===== config.mk =====
export PLATFORM = sky130hd
export DESIGN_NAME = data_writeback_fill_controller_flat
export DESIGN_NICKNAME = d
export VERILOG_FILES = /design/src/rtl/data_writeback_fill_controller_pkg.sv /design/src/rtl/data_writeback_fill_controller_if.sv /design/src/rtl/data_writeback_fill_controller.sv /design/src/flat_wrapper.sv
export SDC_FILE = /design/constraint.sdc
export NUM_CORES = 1
export LEC_CHECK = 0
export CAP_MARGIN = 0
export CORE_MARGIN = 2
export CORE_UTILIZATION = 51
export CTS_CLUSTER_SIZE = 8
export DETAILED_ROUTE_END_ITERATION = 16
export MAX_ROUTING_LAYER = met4
export PLACE_DENSITY = 0.9
export SLEW_MARGIN = 20
export SYNTH_ARGS = -nofsm -noshare
export SYNTH_HDL_FRONTEND = slang
export SYNTH_SLANG_ARGS = --single-unit
export TNS_END_PERCENT = 1

===== constraint.sdc =====
create_clock -name clk -period 4.5 [get_ports clk]
set_input_delay 0.9 -clock clk [delete_from_list [all_inputs] [get_ports clk]]
set_output_delay 0.9 -clock clk [all_outputs]
set_load 0.01 [all_outputs]

===== src/rtl/data_writeback_fill_controller_pkg.sv =====
// Shared cache definitions: write-back/fill FSM states and block geometry.
package cache_pkg;

    localparam int TAGBITS      = 14;
    localparam int BLOCKSIZE    = 4;
    localparam int WORD_BITS    = 32;
    localparam int BLOCK_OFFSET = $clog2(BLOCKSIZE);

    typedef enum logic [2:0] {
        IDLE,
        WB,
        FILL,
        WRITE,
        DONE
    } wbfill_state_t;

endpackage


===== src/rtl/data_writeback_fill_controller_if.sv =====
// Cache-array and memory-bus signals of the write-back/fill engine.
// master = the controller, slave = the cache array plus memory side.
interface data_writeback_fill_controller_if #(
    parameter int tagbits   = cache_pkg::TAGBITS,
    parameter int blocksize = cache_pkg::BLOCKSIZE
);
    import cache_pkg::*;

    logic                           Req;
    logic [31:0]                    ReqAddr;
    logic                           RV;
    logic                           Dirty;
    logic [tagbits-1:0]             RTag;
    logic [blocksize*WORD_BITS-1:0] RD;

    logic                           CacheWE;
    logic [31:0]                    CacheAddr;
    logic [WORD_BITS-1:0]           CacheWD;
    logic                           CacheDirty;
    logic                           Busy;
    logic                           Done;

    logic                           MemReq;
    logic                           MemWrite;
    logic [31:0]                    MemAddr;
    logic [WORD_BITS-1:0]           MemWD;
    logic [WORD_BITS-1:0]           MemRD;
    logic                           MemAck;

    modport master (
        input  Req, ReqAddr, RV, Dirty, RTag, RD, MemRD, MemAck,
        output CacheWE, CacheAddr, CacheWD, CacheDirty, Busy, Done,
               MemReq, MemWrite, MemAddr, MemWD
    );

    modport slave (
        output Req, ReqAddr, RV, Dirty, RTag, RD, MemRD, MemAck,
        input  CacheWE, CacheAddr, CacheWD, CacheDirty, Busy, Done,
               MemReq, MemWrite, MemAddr, MemWD
    );

endinterface


===== src/rtl/data_writeback_fill_controller.sv =====
// Write-back data cache miss engine: evicts a dirty victim, then fills the block word by word.
// Optional DWB_CRITICAL_WORD_FIRST_EN starts the fill at the missing word and wraps.
//
// state | meaning
// IDLE  | waiting for a miss request
// WB    | writing victim words 0..blocksize-1 back to memory
// FILL  | reading one fill word (one idle cycle, then MemReq until MemAck)
// WRITE | one-cycle cache write of the fetched word
// DONE  | one-cycle completion pulse, still busy
module data_writeback_fill_controller
    import cache_pkg::*;
#(
    parameter int tagbits   = TAGBITS,
    parameter int blocksize = BLOCKSIZE
) (
    input  logic                              clk,
    input  logic                              reset,
    data_writeback_fill_controller_if.master  bus
);

    localparam int OFF = $clog2(blocksize);
    localparam logic [OFF-1:0] LAST_WORD = OFF'(blocksize - 1);

`ifdef DWB_CRITICAL_WORD_FIRST_EN
    localparam bit CRIT_WORD_FIRST = 1'b1;
`else
    localparam bit CRIT_WORD_FIRST = 1'b0;
`endif

    function automatic logic [OFF-1:0] fill_start(input logic [31:0] a);
        return CRIT_WORD_FIRST ? a[OFF+1:2] : '0;
    endfunction

    wbfill_state_t                  state_q, state_d;
    logic [OFF-1:0]                 cnt_q, cnt_d;
    logic [OFF-1:0]                 fill_cnt_q, fill_cnt_d;
    logic [31:0]                    addr_q, addr_d;
    logic [tagbits-1:0]             tag_q, tag_d;
    logic [blocksize*WORD_BITS-1:0] victim_q, victim_d;

    logic                           cache_we_q, cache_we_d;
    logic [31:0]                    cache_addr_q, cache_addr_d;
    logic [WORD_BITS-1:0]           cache_wd_q, cache_wd_d;
    logic                           busy_q, busy_d;
    logic                           done_q, done_d;
    logic                           mem_req_q, mem_req_d;
    logic                           mem_write_q, mem_write_d;
    logic [31:0]                    mem_addr_q, mem_addr_d;
    logic [WORD_BITS-1:0]           mem_wd_q, mem_wd_d;

    logic                           ack;

    // An acknowledge only counts while a beat is actually being requested.
    assign ack = bus.MemAck & mem_req_q;

    always_comb begin
        state_d    = state_q;
        cnt_d      = cnt_q;
        fill_cnt_d = fill_cnt_q;
        addr_d     = addr_q;
        tag_d      = tag_q;
        victim_d   = victim_q;

        case (state_q)
            IDLE: begin
                if (bus.Req) begin
                    addr_d     = bus.ReqAddr;
                    tag_d      = bus.RTag;
                    victim_d   = bus.RD;
                    fill_cnt_d = '0;
                    if (bus.RV && bus.Dirty) begin
                        state_d = WB;
                        cnt_d   = '0;
                    end else begin
                        state_d = FILL;
                        cnt_d   = fill_start(bus.ReqAddr);
                    end
                end
            end
            WB: begin
                if (ack) begin
                    cnt_d = cnt_q + 1'b1;
                    if (cnt_q == LAST_WORD) begin
                        state_d = FILL;
                        cnt_d   = fill_start(addr_q);
                    end
                end
            end
            FILL: begin
                if (ack) begin
                    state_d = WRITE;
                end
            end
            WRITE: begin
                cnt_d      = cnt_q + 1'b1;
                fill_cnt_d = fill_cnt_q + 1'b1;
                state_d    = (fill_cnt_q == LAST_WORD) ? DONE : FILL;
            end
            DONE: begin
                state_d = IDLE;
            end
            default: begin
                state_d = IDLE;
            end
        endcase

        // Outputs are registered and describe the state being entered.
        cache_we_d   = 1'b0;
        cache_addr_d = '0;
        cache_wd_d   = '0;
        mem_req_d    = 1'b0;
        mem_write_d  = 1'b0;
        mem_addr_d   = '0;
        mem_wd_d     = '0;
        busy_d       = (state_d != IDLE);
        done_d       = (state_d == DONE);

        case (state_d)
            WB: begin
                mem_req_d   = 1'b1;
                mem_write_d = 1'b1;
                mem_addr_d  = {tag_d, addr_d[31-tagbits:OFF+2], cnt_d, 2'b00};
                mem_wd_d    = victim_d[int'(cnt_d)*WORD_BITS +: WORD_BITS];
            end
            FILL: begin
                // First FILL cycle leaves the bus idle between beats.
                mem_req_d  = (state_q == FILL);
                mem_addr_d = {addr_d[31:OFF+2], cnt_d, 2'b00};
            end
            WRITE: begin
                cache_we_d   = 1'b1;
                cache_addr_d = {addr_d[31:OFF+2], cnt_d, 2'b00};
                cache_wd_d   = bus.MemRD;
            end
            default: ;
        endcase
    end

    always_ff @(posedge clk or negedge reset) begin
        if (!reset) begin
            state_q      <= IDLE;
            cnt_q        <= '0;
            fill_cnt_q   <= '0;
            addr_q       <= '0;
            tag_q        <= '0;
            victim_q     <= '0;
            cache_we_q   <= 1'b0;
            cache_addr_q <= '0;
            cache_wd_q   <= '0;
            busy_q       <= 1'b0;
            done_q       <= 1'b0;
            mem_req_q    <= 1'b0;
            mem_write_q  <= 1'b0;
            mem_addr_q   <= '0;
            mem_wd_q     <= '0;
        end else begin
            state_q      <= state_d;
            cnt_q        <= cnt_d;
            fill_cnt_q   <= fill_cnt_d;
            addr_q       <= addr_d;
            tag_q        <= tag_d;
            victim_q     <= victim_d;
            cache_we_q   <= cache_we_d;
            cache_addr_q <= cache_addr_d;
            cache_wd_q   <= cache_wd_d;
            busy_q       <= busy_d;
            done_q       <= done_d;
            mem_req_q    <= mem_req_d;
            mem_write_q  <= mem_write_d;
            mem_addr_q   <= mem_addr_d;
            mem_wd_q     <= mem_wd_d;
        end
    end

    assign bus.CacheWE    = cache_we_q;
    assign bus.CacheAddr  = cache_addr_q;
    assign bus.CacheWD    = cache_wd_q;
    assign bus.CacheDirty = 1'b0;
    assign bus.Busy       = busy_q;
    assign bus.Done       = done_q;
    assign bus.MemReq     = mem_req_q;
    assign bus.MemWrite   = mem_write_q;
    assign bus.MemAddr    = mem_addr_q;
    assign bus.MemWD      = mem_wd_q;

endmodule

===== src/flat_wrapper.sv =====
// flat-port wrapper written by rule: the top's interface ports become plain ports
module data_writeback_fill_controller_flat import cache_pkg::*;
#(
    parameter int tagbits   = TAGBITS,
    parameter int blocksize = BLOCKSIZE
)
  (clk, reset, bus_Req, bus_ReqAddr, bus_RV, bus_Dirty, bus_RTag, bus_RD, bus_MemRD, bus_MemAck, bus_CacheWE, bus_CacheAddr, bus_CacheWD, bus_CacheDirty, bus_Busy, bus_Done, bus_MemReq, bus_MemWrite, bus_MemAddr, bus_MemWD);
  data_writeback_fill_controller_if #(.tagbits(tagbits), .blocksize(blocksize)) bus_i ();
  input  logic clk;
  input  logic reset;
  input wire logic [$bits(bus_i.Req)-1:0] bus_Req;
  input wire logic [$bits(bus_i.ReqAddr)-1:0] bus_ReqAddr;
  input wire logic [$bits(bus_i.RV)-1:0] bus_RV;
  input wire logic [$bits(bus_i.Dirty)-1:0] bus_Dirty;
  input wire logic [$bits(bus_i.RTag)-1:0] bus_RTag;
  input wire logic [$bits(bus_i.RD)-1:0] bus_RD;
  input wire logic [$bits(bus_i.MemRD)-1:0] bus_MemRD;
  input wire logic [$bits(bus_i.MemAck)-1:0] bus_MemAck;
  output wire logic [$bits(bus_i.CacheWE)-1:0] bus_CacheWE;
  output wire logic [$bits(bus_i.CacheAddr)-1:0] bus_CacheAddr;
  output wire logic [$bits(bus_i.CacheWD)-1:0] bus_CacheWD;
  output wire logic [$bits(bus_i.CacheDirty)-1:0] bus_CacheDirty;
  output wire logic [$bits(bus_i.Busy)-1:0] bus_Busy;
  output wire logic [$bits(bus_i.Done)-1:0] bus_Done;
  output wire logic [$bits(bus_i.MemReq)-1:0] bus_MemReq;
  output wire logic [$bits(bus_i.MemWrite)-1:0] bus_MemWrite;
  output wire logic [$bits(bus_i.MemAddr)-1:0] bus_MemAddr;
  output wire logic [$bits(bus_i.MemWD)-1:0] bus_MemWD;
  assign bus_i.Req = bus_Req;
  assign bus_i.ReqAddr = bus_ReqAddr;
  assign bus_i.RV = bus_RV;
  assign bus_i.Dirty = bus_Dirty;
  assign bus_i.RTag = bus_RTag;
  assign bus_i.RD = bus_RD;
  assign bus_i.MemRD = bus_MemRD;
  assign bus_i.MemAck = bus_MemAck;
  assign bus_CacheWE = bus_i.CacheWE;
  assign bus_CacheAddr = bus_i.CacheAddr;
  assign bus_CacheWD = bus_i.CacheWD;
  assign bus_CacheDirty = bus_i.CacheDirty;
  assign bus_Busy = bus_i.Busy;
  assign bus_Done = bus_i.Done;
  assign bus_MemReq = bus_i.MemReq;
  assign bus_MemWrite = bus_i.MemWrite;
  assign bus_MemAddr = bus_i.MemAddr;
  assign bus_MemWD = bus_i.MemWD;
  data_writeback_fill_controller #(.tagbits(tagbits), .blocksize(blocksize)) u_core (.clk(clk), .reset(reset), .bus(bus_i));
endmodule

Word level (Yosys, flattened, before mapping)
Cells that the tools add are included.
Operators by class
  shift-type cells: 1
  muxes and demuxes: 26
  reduce and logical (&&, ||, !) cells: 6
  equality and inequality tests: 10
  $add $sub $neg: 2
  bitwise gates (word level): 1
Operators by type and width (number)
  $mux W128: 2
  $mux W32: 5
  $shiftx A128 B8 Y32: 1
  $pmux W32 S2: 1
  $mux W14: 2
  $mux W3: 5
  $eq A3 B2 Y1 const B: 4
  $pmux W3 S4: 1
  $mux W2: 5
  $eq A3 B1 Y1 const B: 2
  $pmux W2 S3: 1
  $add A2 B1 Y2 const B: 2
  $eq A2 B2 Y1 const B: 2
  $pmux W2 S2: 1
  $reduce_and A2 Y1: 2
  $eq A3 B3 Y1 const B: 1
  $logic_not A3 Y1: 1
  $reduce_bool A3 Y1: 1
  $mux W1: 2
  $ne A2 B2 Y1 const B: 1
  $pmux W1 S2: 1
  $reduce_bool A2 Y1: 1
  $and A1 B1 Y1: 1
  $logic_and A1 B1 Y1: 1
Storage, ports and cells
  word-level logic and storage cells: 62
  bits in registers: 314
  output and inout port bits: 134

Longest topological paths before layout
Gate-level depths: netlist of the first run.
  word-level depth: 6
  depth in mapped cells: 9
  depth with buffers taken out: 6

Least setup slack after synthesis of the first run
Ideal clock, no wire load.
  kind: input to register
  start: input port bus_Req
  end: register u_core.mem_wd_q[11], in the netlist u_core.bus.MemWD[11]
  arrival: 2.236 ns
  setup time: 0.120 ns
  buffers on the path: 1
  required time: 4.380 ns
  stages: 7
  slack: 2.145 ns
  path through: or4b_4 > nand2_2 > o32a_4 > inv_6 > buf_8 > mux2_4 > o2bb2ai_2
Between the ends
  cells in the longest elaborated chain, start to end: 4
  elaborated cells on any way between the ends: 9
Ends and longest elaborated chain
  from (decl): RTL line flat_wrapper.sv:11  | input wire logic [$bits(bus_i.Req)-1:0] bus_Req;
  $mux W2, or another cell as far along: RTL line data_writeback_fill_controller.sv:66  | if (bus.Req) begin
  $pmux W2 S3, or another cell as far along: RTL line data_writeback_fill_controller.sv:64  | case (state_q)
  $shiftx A128 B8 Y32 or $eq A3 B1 Y1 (tied branches): RTL line data_writeback_fill_controller.sv:123, data_writeback_fill_controller.sv:118
  $mux W32 (*): RTL line data_writeback_fill_controller.sv:118  | case (state_d)
  via u_core.mem_wd_d[11]: RTL line data_writeback_fill_controller.sv:49  | logic [WORD_BITS-1:0] mem_wd_q, mem_wd_d;
  to (signal assigned): RTL line data_writeback_fill_controller.sv:171  | mem_wd_q <= mem_wd_d;
  to (decl): RTL line data_writeback_fill_controller.sv:49
The timed path passes the listed nets; every way through them passes the cells marked *.
A chain may end at the register's enable or synchronous reset.

Final worst setup path of the first run
  start: input port bus_Req
  end: register u_core.mem_addr_q[29], in the netlist u_core.bus.MemAddr[29]
Between the ends
  cells in the longest elaborated chain, start to end: 4
  elaborated cells on any way between the ends: 9
Ends and longest elaborated chain
  $mux W3: RTL line data_writeback_fill_controller.sv:66
  $pmux W3 S4: RTL line data_writeback_fill_controller.sv:64
  $eq A3 B2 Y1 or $eq A3 B1 Y1 (tied branches): RTL line data_writeback_fill_controller.sv:118
  $pmux W32 S2 (*): RTL line data_writeback_fill_controller.sv:118
  via u_core.mem_addr_d[29]: RTL line data_writeback_fill_controller.sv:48  | logic [31:0] mem_addr_q, mem_addr_d;
  to (signal assigned): RTL line data_writeback_fill_controller.sv:170  | mem_addr_q <= mem_addr_d;
  to (decl): RTL line data_writeback_fill_controller.sv:48
Marks and branches as above.

==> results of run 1 <==
[through the flow]
step	util [%]	total power, mW	hold WS [ns]	setup WS (ns)
finish	73.28	11.52	0.3829	1.331
detailed placement	68.01	8.615	0.4840	0.8648
CTS	73.19	11.62	0.4287	1.319
global route	73.28	12.13	0.4432	1.175
floorplan	-	7.179	0.4657	2.145
global placement	68.01	8.393	0.4766	0.9341
[cells by family (layout without fill, tap and decap cells)]
| kind of cell | count (synthesis) | in the layout | share of synthesized area [%] |
|---|---|---|---|
| and+or+nand+nor | 106 | 106 | 4.545 |
| adders and majority gates | 2 | 2 | 0.2104 |
| AOI/OAI and AO/OA | 58 | 58 | 4.577 |
| DFF | 306 | 306 | 64.39 |
| muxes | 235 | 235 | 22.47 |
| buffers and inverters | 79 | 430 | 3.777 |
| other | 1 | 13 | 0.03153 |
[flip-flops by register name, summed over array words and instances, names as in the netlist]
register / count
u_core.victim_q: 128
u_core.bus.CacheWD: 32
u_core.bus.MemWD: 32
u_core.bus.CacheAddr: 30
u_core.bus.MemAddr: 30
u_core.addr_q: 28
u_core.tag_q: 14
u_core.state_q: 3
u_core.cnt_q: 2
u_core.fill_cnt_q: 2
u_core.bus.Busy: 1
u_core.bus.CacheWE: 1
u_core.bus.Done: 1
u_core.bus.MemReq: 1
u_core.bus.MemWrite: 1
[synth_stat cells, types with 2 or more instances]
master / count
a21oi_1: 4
and2_1: 32
and3_1: 3
buf_2: 19
buf_4: 12
buf_6: 6
buf_8: 3
clkbuf_1: 7
dfrtp_1: 306
ha_1: 2
inv_1: 29
mux2_2: 150
mux2_4: 24
mux2i_1: 60
nand2_1: 6
nand2b_1: 2
nor2_1: 52
nor2b_1: 2
o2bb2ai_1: 40
o2bb2ai_2: 6
or3_1: 2
[cell usage in the layout (no fill, tap or decap), types with 3 or more instances in the layout]
| cell type | n |
|---|---|
| a21oi_1 | 4 |
| and2_1 | 32 |
| and3_1 | 3 |
| buf_12 | 3 |
| buf_4 | 11 |
| clkbuf_16 | 44 |
| clkdlybuf4s50_1 | 335 |
| conb_1 | 5 |
| dfrtp_1 | 306 |
| diode_2 | 8 |
| inv_1 | 29 |
| mux2_2 | 150 |
| mux2_4 | 24 |
| mux2i_1 | 60 |
| nand2_1 | 6 |
| nor2_1 | 52 |
| o2bb2ai_1 | 40 |
| o2bb2ai_2 | 6 |
[worst paths after layout]
kind | cells after the start | endpoint | slack [ns] | startpoint
worst max-delay path | 6 | u_core.bus.MemAddr[29]$_DFF_PN0_ | 1.33 | bus_Req
worst min-delay path | 1 | u_core.victim_q[41]$_DFF_PN0_ | 0.38 | reset
worst max register to register | 5 | u_core.bus.MemAddr[29]$_DFF_PN0_ | 1.59 | u_core.state_q[1]$_DFF_PN0_
worst min register to register | 1 | u_core.victim_q[64]$_DFF_PN0_ | 0.49 | u_core.victim_q[64]$_DFF_PN0_
max in group asynchronous | 2 | u_core.victim_q[109]$_DFF_PN0_ | 2.99 | reset
min in group clk | 1 | u_core.victim_q[64]$_DFF_PN0_ | 0.49 | u_core.victim_q[64]$_DFF_PN0_
[final cells by class]
type                       instances  area [um2]  area share, %
inverter                          32       125.1         0.7496
sequential                       306        7657          45.87
clock buffer                      44        1101          6.596
tap                              313       391.6          2.346
timing repair buffer             350        3511          21.03
multi-input combinational        406        3807          22.81
antenna                            8       20.02         0.1199
clock inverter                     4       78.83         0.4722
[report_power, final]
part | switching (mW) | leakage, nW | internal (mW)
logic | 2.09 | 2.90 | 2.32
registers | 0.357 | 3.84 | 3.87
clock network | 1.14 | 0.577 | 1.74
[layer usage]
layer | GRT usage (%) | vias to the layer above | part of all wire, %
met2 | 43.50 | 327 | 52
met3 | 8.723 | 62 | 8.9
met4 | 10.70 | 0 | 3.3
met1 | 26.99 | 3826 | 36
li1 | - | 3388 | -
met5 | - | - | 0
==> flow_metrics.env, run 1 <==
export IMPL_synth_top_area_share_pct=64.39
export IMPL_finalSetupTns_ns=0
export IMPL_netlist_area_mm2=0.01189
export IMPL_powerDensity_mw_per_mm2=690.3
export IMPL_ys_flop_type="dfrtp_1"
export IMPL_nNetsFinal=1354
export IMPL_clk_root_buffer_cell="clkbuf_16"
export IMPL_final_cells=1463
export IMPL_start_util_pct=52.21
export IMPL_ys_ff_latch=306
export IMPL_drtIter0Drc=288
export IMPL_postSynthAreaPerCell_um2=15.11
export IMPL_clock_fmax_mhz=315.5
export IMPL_setup_viol=0
export IMPL_hold_class="input pin to asynchronous set/reset pin"
export IMPL_syn2layout_area_growth_pct=40.36
export IMPL_grt_total_usage_pct=25.48
export IMPL_ctsResizeCount=0
export IMPL_max_cap_viol_count=0
export IMPL_stdcell_area_mm2=0.01669
export IMPL_n_fill_cell=1362
export IMPL_worstPathCellList="clkdlybuf4s50_1 > nor4b_2 > buf_12 > a22o_1 > nand4_1 > o2bb2ai_1"
export IMPL_grt_pass1_vias=8378
export IMPL_critPathMaxFanout=49
export IMPL_dpl_cell_area_mm2=0.01549
export IMPL_gp_congestion=0.8105
export IMPL_fin_crit_sh_pct=70.43
export IMPL_synthTopCellsByArea="dfrtp_1 64%, mux2_2 14%, mux2i_1 5.0%"
export IMPL_grt_ovfl_total=0
export IMPL_viasPerCell=5.197
export IMPL_final_layout_size_suffix_gt1_share_pct=22.24
export IMPL_period_minus_slack_ns=3.169
export IMPL_drc_errors=0
export IMPL_cp_slowest_stage_delay_ns=0.66
export IMPL_antenna_found_initial=6
export IMPL_endpoint_kind="flip-flop"
export IMPL_vias=7603
export IMPL_relSlewSlack_pct=36.76
export IMPL_finalHoldViolations=0
export IMPL_coreArea_mm2=0.02278
export IMPL_firstDrtPassIters=4
export IMPL_path_clk_slew_ns=0.05
export IMPL_syn_inst=787
export IMPL_clock_latency_ns=0.54
export IMPL_p_leak_nw=7.317
export IMPL_peakVddDrop_uv=474.7
export IMPL_tightestPinTransition_ns=0.9456
export IMPL_synth_edf_count=0
export IMPL_io_pins=346
export IMPL_clockBufferDepth=3
export IMPL_slew_violations=0
export IMPL_dieArea_mm2=0.02456
export IMPL_rows=55
export IMPL_htreeDepth=2
export IMPL_grt_max_degree=109
export IMPL_grt_setup_unrepaired="no"
export IMPL_slowest_stage="nand4_1"
export IMPL_outcome="finished clean"
export IMPL_numCtsBuffers=44
export IMPL_dp_cells=1407
export IMPL_ant_nets=0
export IMPL_ys_seq_area_share_pct=64.39
export IMPL_die_y_um=156.7
export IMPL_worstPathArrival_ns=3.60
export IMPL_clock_skew_ns=0.01924
export IMPL_wirelength_mm=30.29
export IMPL_die_x_um=156.7
export IMPL_async_reset_ff_share_pct=100.0
export IMPL_cpLargestDelayFamily="simple AND/OR/NAND/NOR gates"
export IMPL_grt_pass1_wl_mm=46.05
export IMPL_ys_types=41
export IMPL_post_cts_buffers=0
export IMPL_dp_hpwl_mm=19.94
export IMPL_ys_warn_count=0
export IMPL_required_ns=4.93
export IMPL_hold_buffers=0
export IMPL_cts_num_sinks=306
export IMPL_cts_tree="done"
export IMPL_wl_per_cell_um=20.71
export IMPL_critPathBufInv=2
export IMPL_cp_start_kind="input pin"
export IMPL_synth_top_area_cell="dfrtp_1"
export IMPL_numPortBuffers=336
export IMPL_crit_type="input pin to flip-flop"
Power figures use the tool's default switching activity.
==> inputs of run 2 (changes only) <==
--- a/config.mk
+++ b/config.mk
@@ -7,11 +7,11 @@
 export LEC_CHECK = 0
 export CAP_MARGIN = 0
 export CORE_MARGIN = 2
-export CORE_UTILIZATION = 51
+export CORE_UTILIZATION = 48
 export CTS_CLUSTER_SIZE = 8
 export DETAILED_ROUTE_END_ITERATION = 16
 export MAX_ROUTING_LAYER = met4
-export PLACE_DENSITY = 0.9
+export PLACE_DENSITY = 0.86
 export SLEW_MARGIN = 20
 export SYNTH_ARGS = -nofsm -noshare
 export SYNTH_HDL_FRONTEND = slang
==> constraint.sdc (replaced) <==
create_clock -name clk -period 3.15 [get_ports clk]
set_input_delay 0.63 -clock clk [delete_from_list [all_inputs] [get_ports clk]]
set_output_delay 0.63 -clock clk [all_outputs]
set_load 0.01 [all_outputs]
==> run 2 against run 1 <==
Hold slack got worse by 0.25 ns. Largest cell class unchanged. Die area increased by 6.1%. Critical endpoint is now u_core.bus.MemWD[6]$_DFF_PN0_. Register-to-register slack got worse by 0.84 ns.
==> flow_metrics.env, run 2 (same netlist as run 1, synthesis figures left out) <==
export IMPL_clockBufferDepth=3
export IMPL_rrSetupSlack_ns=0.75
export IMPL_met1_usage_pct=26.23
export IMPL_p_leak_nw=7.412
export IMPL_ctsResizeCount=0
export IMPL_coreArea_mm2=0.02432
export IMPL_wl_per_cell_um=20.44
export IMPL_cts_num_sinks=306
export IMPL_drtIter0Drc=370
export IMPL_outcome="finished clean"
export IMPL_grt_pass1_vias=8416
export IMPL_io_pins=346
export IMPL_relSlewSlack_pct=44.95
export IMPL_slew_violations=0
export IMPL_ant_nets=0
export IMPL_nNetsFinal=1367
export IMPL_worstPathArrival_ns=2.82
export IMPL_wirelength_mm=30.32
export IMPL_period_minus_slack_ns=2.397
export IMPL_clock_latency_ns=0.54
export IMPL_post_cts_buffers=0
export IMPL_dp_hpwl_mm=20.47
export IMPL_n_fill_cell=1573
export IMPL_vias=7611
export IMPL_cts_tree="done"
export IMPL_powerDensity_mw_per_mm2=984.0
export IMPL_clk_root_buffer_cell="clkbuf_16"
export IMPL_grt_setup_unrepaired="no"
export IMPL_clock_fmax_mhz=417.3
export IMPL_grt_busiest_layer="met2"
export IMPL_required_ns=3.58
export IMPL_grt_max_degree=98
export IMPL_hold_buffers=0
export IMPL_numPortBuffers=336
export IMPL_gr_usage_met3_pct=8.192
export IMPL_tightestPinTransition_ns=0.8232
export IMPL_die_x_um=161.4
export IMPL_grt_pass1_wl_mm=46.99
export IMPL_finalSetupTns_ns=0
export IMPL_endpoint_kind="flip-flop"
export IMPL_syn2layout_area_growth_pct=42.05
export IMPL_final_cells=1483
export IMPL_start_util_pct=48.90
export IMPL_final_layout_size_suffix_gt1_share_pct=23.10
export IMPL_fin_crit_sh_pct=76.08
export IMPL_critPathMaxFanout=32
export IMPL_path_clk_slew_ns=0.05
export IMPL_crit_type="flip-flop to flip-flop"
export IMPL_finalHoldViolations=0
export IMPL_die_y_um=161.4
export IMPL_final_cell_mix="335 x clkdlybuf4s50_1, 306 x dfrtp_1, 150 x mux2_2, 60 x mux2i_1, 52 x nor2_1"
export IMPL_grt_total_usage_pct=24.14
export IMPL_viasPerCell=5.132
export IMPL_final_common_cell="clkdlybuf4s50_1"
export IMPL_hold_class="input pin to asynchronous set/reset pin"
export IMPL_clock_skew_ns=0.01915
export IMPL_grt_met2_usage_pct=41.47
export IMPL_drc_errors=0
export IMPL_dieArea_mm2=0.02605
export IMPL_htreeDepth=2
export IMPL_ff2ff_path_depth=6
export IMPL_power_mw=16.62
export IMPL_setup_viol=0
export IMPL_firstDrtPassIters=4
export IMPL_antenna_found_initial=2
export IMPL_gp_congestion=0.8400
export IMPL_grt_ovfl_total=0
export IMPL_cp_start_kind="flip-flop"
export IMPL_rows=57
export IMPL_largest_register_ff_count=128
export IMPL_max_cap_viol_count=0
export IMPL_top_register="u_core.victim_q"
export IMPL_peakVddDrop_uv=566.7
export IMPL_numCtsBuffers=44
export IMPL_dp_cells=1431
run 2: changes by cell type in the layout (fill, tap and decap cells not counted), sizes merged:
cell	previous run	this run
buf	15	28
clkbuf	44	45
clkinv	3	2
clkinvlp	0	1
diode	8	3
run 2: report_power, final:
part	internal, mW	leakage [nW]	switching, mW
combinational	3.47	3.00	3.00
clock	2.48	0.575	1.63
sequential	5.53	3.84	0.503
run 2: worst paths after layout:
kind | from | to
max | u_core.state_q[1]$_DFF_PN0_ | u_core.bus.MemWD[6]$_DFF_PN0_
min | reset | u_core.victim_q[46]$_DFF_PN0_
max reg2reg | u_core.state_q[1]$_DFF_PN0_ | u_core.bus.MemWD[6]$_DFF_PN0_
min reg2reg | u_core.victim_q[107]$_DFF_PN0_ | u_core.victim_q[107]$_DFF_PN0_
max in group asynchronous | reset | u_core.victim_q[92]$_DFF_PN0_
min in group clk | u_core.victim_q[107]$_DFF_PN0_ | u_core.victim_q[107]$_DFF_PN0_
run 2: routing by layer:
metal	up-vias	wire [um]	share of wire, %
met5	-	0	0
met4	0	884	2.9
met3	61	2751	9.1
met2	321	15890	52
met1	3831	10790	36
li1	3398	-	-
run 2: worst max-delay path: stages (launching register included):
cell and delay [ns]:
dfrtp_1 0.51, nor4b_2 0.48, buf_4 0.28, buf_12 0.24, mux2_2 0.38, mux2_2 0.27, o2bb2ai_1 0.12
run 2: per-stage QoR:
stage	hold WS (ns)	area (um2)	util, %	worst slack (ns)
3_5_place_dp	0.4837	15700	64.57	0.2120
5_1_grt	0.1726	16890	69.46	0.6150
6_report	0.1288	16890	69.47	0.7534
4_1_cts	0.1555	16890	69.43	0.7420
2_1_floorplan	0.3344	11910	-	1.065
3_3_place_gp	0.4783	15700	64.57	0.2327
run 2: cell type report:
| class | count | area [um2] | area share, % |
|---|---|---|---|
| Clock inverter | 4 | 77.57 | 0.4592 |
| Antenna cell | 3 | 7.507 | 0.04444 |
| Clock buffer | 45 | 1105 | 6.540 |
| Sequential cell | 306 | 7657 | 45.33 |
| Timing Repair Buffer | 363 | 3709 | 21.95 |
| Inverter | 32 | 125.1 | 0.7406 |
| Multi-Input combinational cell | 406 | 3807 | 22.54 |
| Tap cell | 324 | 405.4 | 2.400 |
